File: config.mk
export PLATFORM = sky130hd
export DESIGN_NAME = pwm_ramp_ctrl
export DESIGN_NICKNAME = d
export VERILOG_FILES = /design/src/rtl/pwm_pkg.sv /design/src/rtl/pwm_ramp_ctrl_tick.sv /design/src/rtl/pwm_ramp_ctrl.sv
export SDC_FILE = /design/constraint.sdc
export NUM_CORES = 1
export LEC_CHECK = 0
export ABC_AREA = 1
export BUFFER_PORTS_ARGS = -buffer_cell sky130_fd_sc_hd__buf_2
export CORE_ASPECT_RATIO = 0.75
export CORE_UTILIZATION = 45
export CTS_CLUSTER_SIZE = 16
export DETAILED_ROUTE_END_ITERATION = 7
export GPL_ROUTABILITY_DRIVEN = 0
export PLACE_DENSITY_LB_ADDON = 0.25
export SLEW_MARGIN = 20
export SYNTH_ARGS = -nofsm -noshare
export SYNTH_HDL_FRONTEND = slang
export SYNTH_SLANG_ARGS = --single-unit
File: constraint.sdc
create_clock -name i_clk -period 3 [get_ports i_clk]
set_clock_uncertainty 0.05 [all_clocks]
set_input_delay 0.3 -clock i_clk [delete_from_list [all_inputs] [get_ports i_clk]]
set_output_delay 0.3 -clock i_clk [all_outputs]
set_load 0.02 [all_outputs]
File: src/rtl/pwm_pkg.sv
// Shared definitions for the PWM-side control blocks: duty width and ramp FSM states.
package pwm_pkg;

  localparam int PWM_WIDTH = 8;

  typedef enum logic [1:0] {
    IDLE = 2'd0,
    RAMP = 2'd1,
    DONE = 2'd2
  } ramp_state_t;

endpackage

File: src/rtl/pwm_ramp_ctrl_tick.sv
// Free-running PWM period counter with a decode of the last cycle of each period.
module pwm_period_tick #(
  parameter int WIDTH = 8
) (
  input  logic i_clk,
  input  logic i_rst_n,
  output logic o_period_end
);

  logic [WIDTH-1:0] r_cnt;

  always_ff @(posedge i_clk) begin
    if (!i_rst_n) r_cnt <= '0;
    else          r_cnt <= r_cnt + 1'b1;
  end

  assign o_period_end = (r_cnt == {WIDTH{1'b1}});

endmodule

File: src/rtl/pwm_ramp_ctrl.sv
// Duty-cycle sequencer for the pwm block: ramps duty toward a commanded target by at
// most one step per PWM period, with abort and a one-cycle done pulse.
//
// state | meaning
// IDLE  | waiting for a command, duty held
// RAMP  | stepping duty toward target on each period end
// DONE  | target reached, done pulse for one cycle
module pwm_ramp_ctrl
  import pwm_pkg::*;
#(
  parameter int WIDTH = PWM_WIDTH
) (
  input  logic             i_clk,
  input  logic             i_rst_n,
  input  logic             i_cmd_valid,
  output logic             o_cmd_ready,
  input  logic [WIDTH-1:0] i_cmd_target,
  input  logic [WIDTH-1:0] i_cmd_step,
  input  logic             i_abort,
  output logic [WIDTH-1:0] o_duty,
  output logic             o_period_end,
  output logic             o_busy,
  output logic             o_done
);

  ramp_state_t      r_state, w_state_nxt;
  logic [WIDTH-1:0] r_duty, w_duty_nxt;
  logic [WIDTH-1:0] r_tgt, r_stp;
  logic             w_load;
  logic             w_period_end;
  logic             w_up;
  logic [WIDTH:0]   w_diff;

  pwm_period_tick #(.WIDTH(WIDTH)) u_tick (
    .i_clk        (i_clk),
    .i_rst_n      (i_rst_n),
    .o_period_end (w_period_end)
  );

  assign w_up   = (r_tgt > r_duty);
  assign w_diff = w_up ? ({1'b0, r_tgt} - {1'b0, r_duty}) : ({1'b0, r_duty} - {1'b0, r_tgt});

  always_ff @(posedge i_clk) begin
    if (!i_rst_n) begin
      r_state <= IDLE;
      r_duty  <= '0;
      r_tgt   <= '0;
      r_stp   <= '0;
    end else begin
      r_state <= w_state_nxt;
      r_duty  <= w_duty_nxt;
      if (w_load) begin
        r_tgt <= i_cmd_target;
        r_stp <= i_cmd_step;
      end
    end
  end

  // A step strictly smaller than the remaining distance can never overshoot or wrap.
  always_comb begin
    w_state_nxt = r_state;
    w_duty_nxt  = r_duty;
    w_load      = 1'b0;
    case (r_state)
      IDLE: begin
        if (i_cmd_valid) begin
          w_load      = 1'b1;
          w_state_nxt = (i_cmd_target == r_duty) ? DONE : RAMP;
        end
      end
      RAMP: begin
        if (i_abort) begin
          w_state_nxt = IDLE;
        end else if (w_period_end) begin
          if ((r_stp == '0) || (w_diff <= {1'b0, r_stp})) begin
            w_duty_nxt  = r_tgt;
            w_state_nxt = DONE;
          end else begin
            w_duty_nxt = w_up ? (r_duty + r_stp) : (r_duty - r_stp);
          end
        end
      end
      DONE:    w_state_nxt = IDLE;
      default: w_state_nxt = IDLE;
    endcase
  end

  assign o_cmd_ready  = (r_state == IDLE);
  assign o_busy       = (r_state == RAMP);
  assign o_done       = (r_state == DONE);
  assign o_duty       = r_duty;
  assign o_period_end = w_period_end;

endmodule

==> impl_metrics.yaml <==
status:
  outcome: "finished, violations left"
  violations: "setup timing"
cts:
  clock_sink_count: 34
  clk_pin_slew_worst_paths_ns: 0.07
  numCtsBuffers: 5
  clk_latency_ns: 0.29
  clockRootBuffer: "clkbuf_8"
  h-tree-depth: 2
  clk_path_buf_depth: 2
  cts_tree: "yes"
critical_path:
  crit_type: "flip-flop to flip-flop"
  slowest_stage: "dfxtp_4"
  crit_start: "o_duty[4]"
  ff2ff_path_depth: 27
  worstPathMaxFanout: 6
  arrival_ns: 3.44
  cp.buffers_inverters: 3
  cp-end-kind: "flip-flop"
  r2r_setup_slack_ns: -0.32
  crit_family: "simple AND/OR/NAND/NOR gates"
  cpMostUsedCell: "nand2_1"
  max_stage_delay_ns: 0.34
  r2r_end: "o_duty[6]"
  start_kind: "flip-flop"
  reg2reg_from: "o_duty[4]"
  required_ns: 3.12
place:
  dpl_cell_area_um2: 3470
  pre_cts_slack_ns: -0.238
  port_buffers: 31
  dp_hpwl_um: 6240
worst_hold_path:
  worstHoldStart: "i_cmd_step[6]"
  hold_class: "input pin to flip-flop"
  min_delay_worst_endpoint: "r_stp[6]"
  holdPathStages: 3
synth:
  synth_top_area_share_pct: 24.3
  ys_ff_latch: 34
  yosys.area.top_type: "dfxtp_1"
  synth_top_family_by_area: "simple AND/OR/NAND/NOR gates"
  netlist_instances: 414
  synth-compound-area-share_pct: 16.4
  synthXorXnorAreaFrac_pct: 7.50
  yosysWarnings: 0
  synth_seq_area_share_pct: 24.3
  synthSimpleGateAreaFrac_pct: 24.1
  synthTopCellsByArea: "dfxtp_1 (24%), ha_1 (15%), nand2_1 (11%)"
  synth_fa_ha_area_share_pct: 16.9
  synthMuxAreaShare_pct: 0.357
  yosysUniqueCellTypes: 31
  synth_nets: 470
  syn_area_um2: 2800
  avgSynthCellArea_um2: 6.77
layout:
  diodes: 0
  fin_nets: 548
  areaGrowthSynthToFinish_pct: 36.4
  drive_above_1_share_pct: 31.4
  postLayoutCoreUtil_pct: 64.6
  fillCellCount: 493
  design_area_um2: 3820
sta:
  min_period_ns: 3.32
  setup_viol: 10
  rsz0062_at_grt: "yes"
  max-slew-margin-rel_pct: 33.6
  holdWs_ns: 0.242
  worst_pin_slew_ns: 0.994
  period_share_pct: 111
  max_freq_mhz: 301
  slew_viol_final: 0
  layout_setup_ws_ns: -0.322
  final-hold-violation-count: 0
power_and_ir_drop:
  cellPowerDensity_nw_per_um2: 545
  cellLeakagePower_uw: 0.00185
  peakVddDrop_mv: 0.280
route:
  vias: 2946
  firstDrtPassIters: 5
  vias_per_cell: 5.16
  drc_errors: 0
  wl_um: 8410
  drtIter0Drc: 170
  ant_nets: 0
  wl_per_cell_um: 14.7
run:
  maxCapViolCount: 0
die:
  floorplan.rows: 24
  core_um2: 5920
  die_area_um2: 6550
  start_util_pct: 47.4
  io-pin-count: 32
  die_w_um: 93.2
  die_y_um: 70.4
grt:
  grt_max_degree: 34
  grt_pass1_vias: 2815
  antenna_found_initial: 0
  grt_pass1_wl_um: 13400
  overflow: 0
  grt_usage_pct: 26.5
[worst max path at each step]
stage                     depth (start not counted)   endpoint  slack (ns)
after floorplan                                  26  o_duty[0]       -0.02
after global placement                           25  o_duty[2]       -0.21
after detailed placement                         24  o_duty[6]       -0.24
after CTS                                        25  o_duty[2]       -0.14
after global routing                             28  o_duty[7]       -0.49
final                                            27  o_duty[6]       -0.32
[state kept, by name (all words and copies together) (netlist names)]
register / count
o_duty: 8
r_state: 2
r_stp: 8
r_tgt: 8
u_tick.r_cnt: 8
[through the flow]
step           setup TNS, ns  cells  total power (uW)
6_report               -2.63    571              2080
5_1_grt                -4.46    571              2240
4_1_cts               -0.941    568              1960
3_5_place_dp           -1.40    555              1500
3_3_place_gp          -0.997    555              1480
2_1_floorplan        -0.0238    414              1220
[cells in the final DEF (no fill, tap or decap), types with 9 or more instances in the layout]
cell type / count
ha_1: 25
xnor2_1: 9
nand2_1: 69
o21ai_0: 31
inv_1: 60
buf_2: 31
xor2_1: 15
buf_4: 45
nand2_2: 14
nand3_1: 18
dfxtp_1: 22
a21oi_1: 35
nor2_1: 29
[timing repair]
item | 4_1_cts | 5_1_grt
setup endpoints to repair | 10 | 10
pin swaps | 19 | 32
cloned | 1 | 0
gates resized for setup | 31 | 19
hold buffers | 0 | 0
setup buffers | 4 | 4
[area by class of cell]
class	instances	area (um2)	share of cell area [%]
clock buffer	7	86.3	2.26
clock inverter	1	5.00	0.131
inverter	70	269	7.04
multi-input combinational	303	2130	55.7
sequential	34	713	18.7
tap	78	97.6	2.55
timing repair buffer	78	524	13.7
[cell families (layout without fill, tap and decap cells)]
logic type               Yosys count  count (layout)
AO/OA/AOI/OAI                     86              86
XOR/XNOR                          24              24
adder cells (fa/ha/maj)           36              36
buffers and inverters             78             156
flip-flops                        34              34
multiplexers                       1               1
AND/OR/NAND/NOR                  155             156
[layer usage]
layer	up-vias	part of all wire [%]	global-route usage [%]
met5	-	0	0
met1	1343	47	36.6
met4	0	2.2	9.23
li1	1492	-	-
met2	94	42	38.3
met3	17	8.1	8.82
[synth_stat cells, drive strengths merged]
cell / number
o21a: 1
a21o: 2
nand2: 90
xnor2: 9
o211ai: 2
nor4: 1
clkbuf: 6
buf: 2
o21bai: 2
and3: 1
mux2i: 1
o21ai: 35
a21boi: 1
dfxtp: 34
nor3: 1
nand4: 4
xor2: 15
a31oi: 5
or2: 1
ha: 33
a21oi: 38
fa: 3
nand3: 23
nand3b: 1
inv: 70
nor2: 33
[power breakdown]
| part | leakage (uW) | internal, uW | total (uW) | switching, uW |
|---|---|---|---|---|
| clock | 0.0000482 | 185 | 356 | 171 |
| combinational | 0.00152 | 517 | 1230 | 716 |
| sequential | 0.000286 | 475 | 496 | 21.3 |
| total | 0.00185 | 1180 | 2080 | 908 |
[worst register-to-register path, stage by stage (launching register included)]
cell and delay [ns]:
dfxtp_4 0.34, inv_2 0.04, ha_4 0.27, nand2_4 0.08, inv_2 0.05, nand2_2 0.07, nand2_2 0.06, nand2_2 0.10
nand3_4 0.12, nand2_8 0.13, nand3_2 0.08, o21ai_2 0.09, xor2_1 0.18, inv_1 0.06, ha_1 0.33, nand2_4 0.07
nor2_4 0.11, nand2_1 0.06, nand3_1 0.07, nand2_1 0.06, nand2_1 0.05, nand2_1 0.04, nand2_1 0.07, nand2_2 0.09
a21boi_4 0.27, nand2_1 0.11, nand3_2 0.08, a21oi_2 0.07
(Power assumes the default switching activity.)
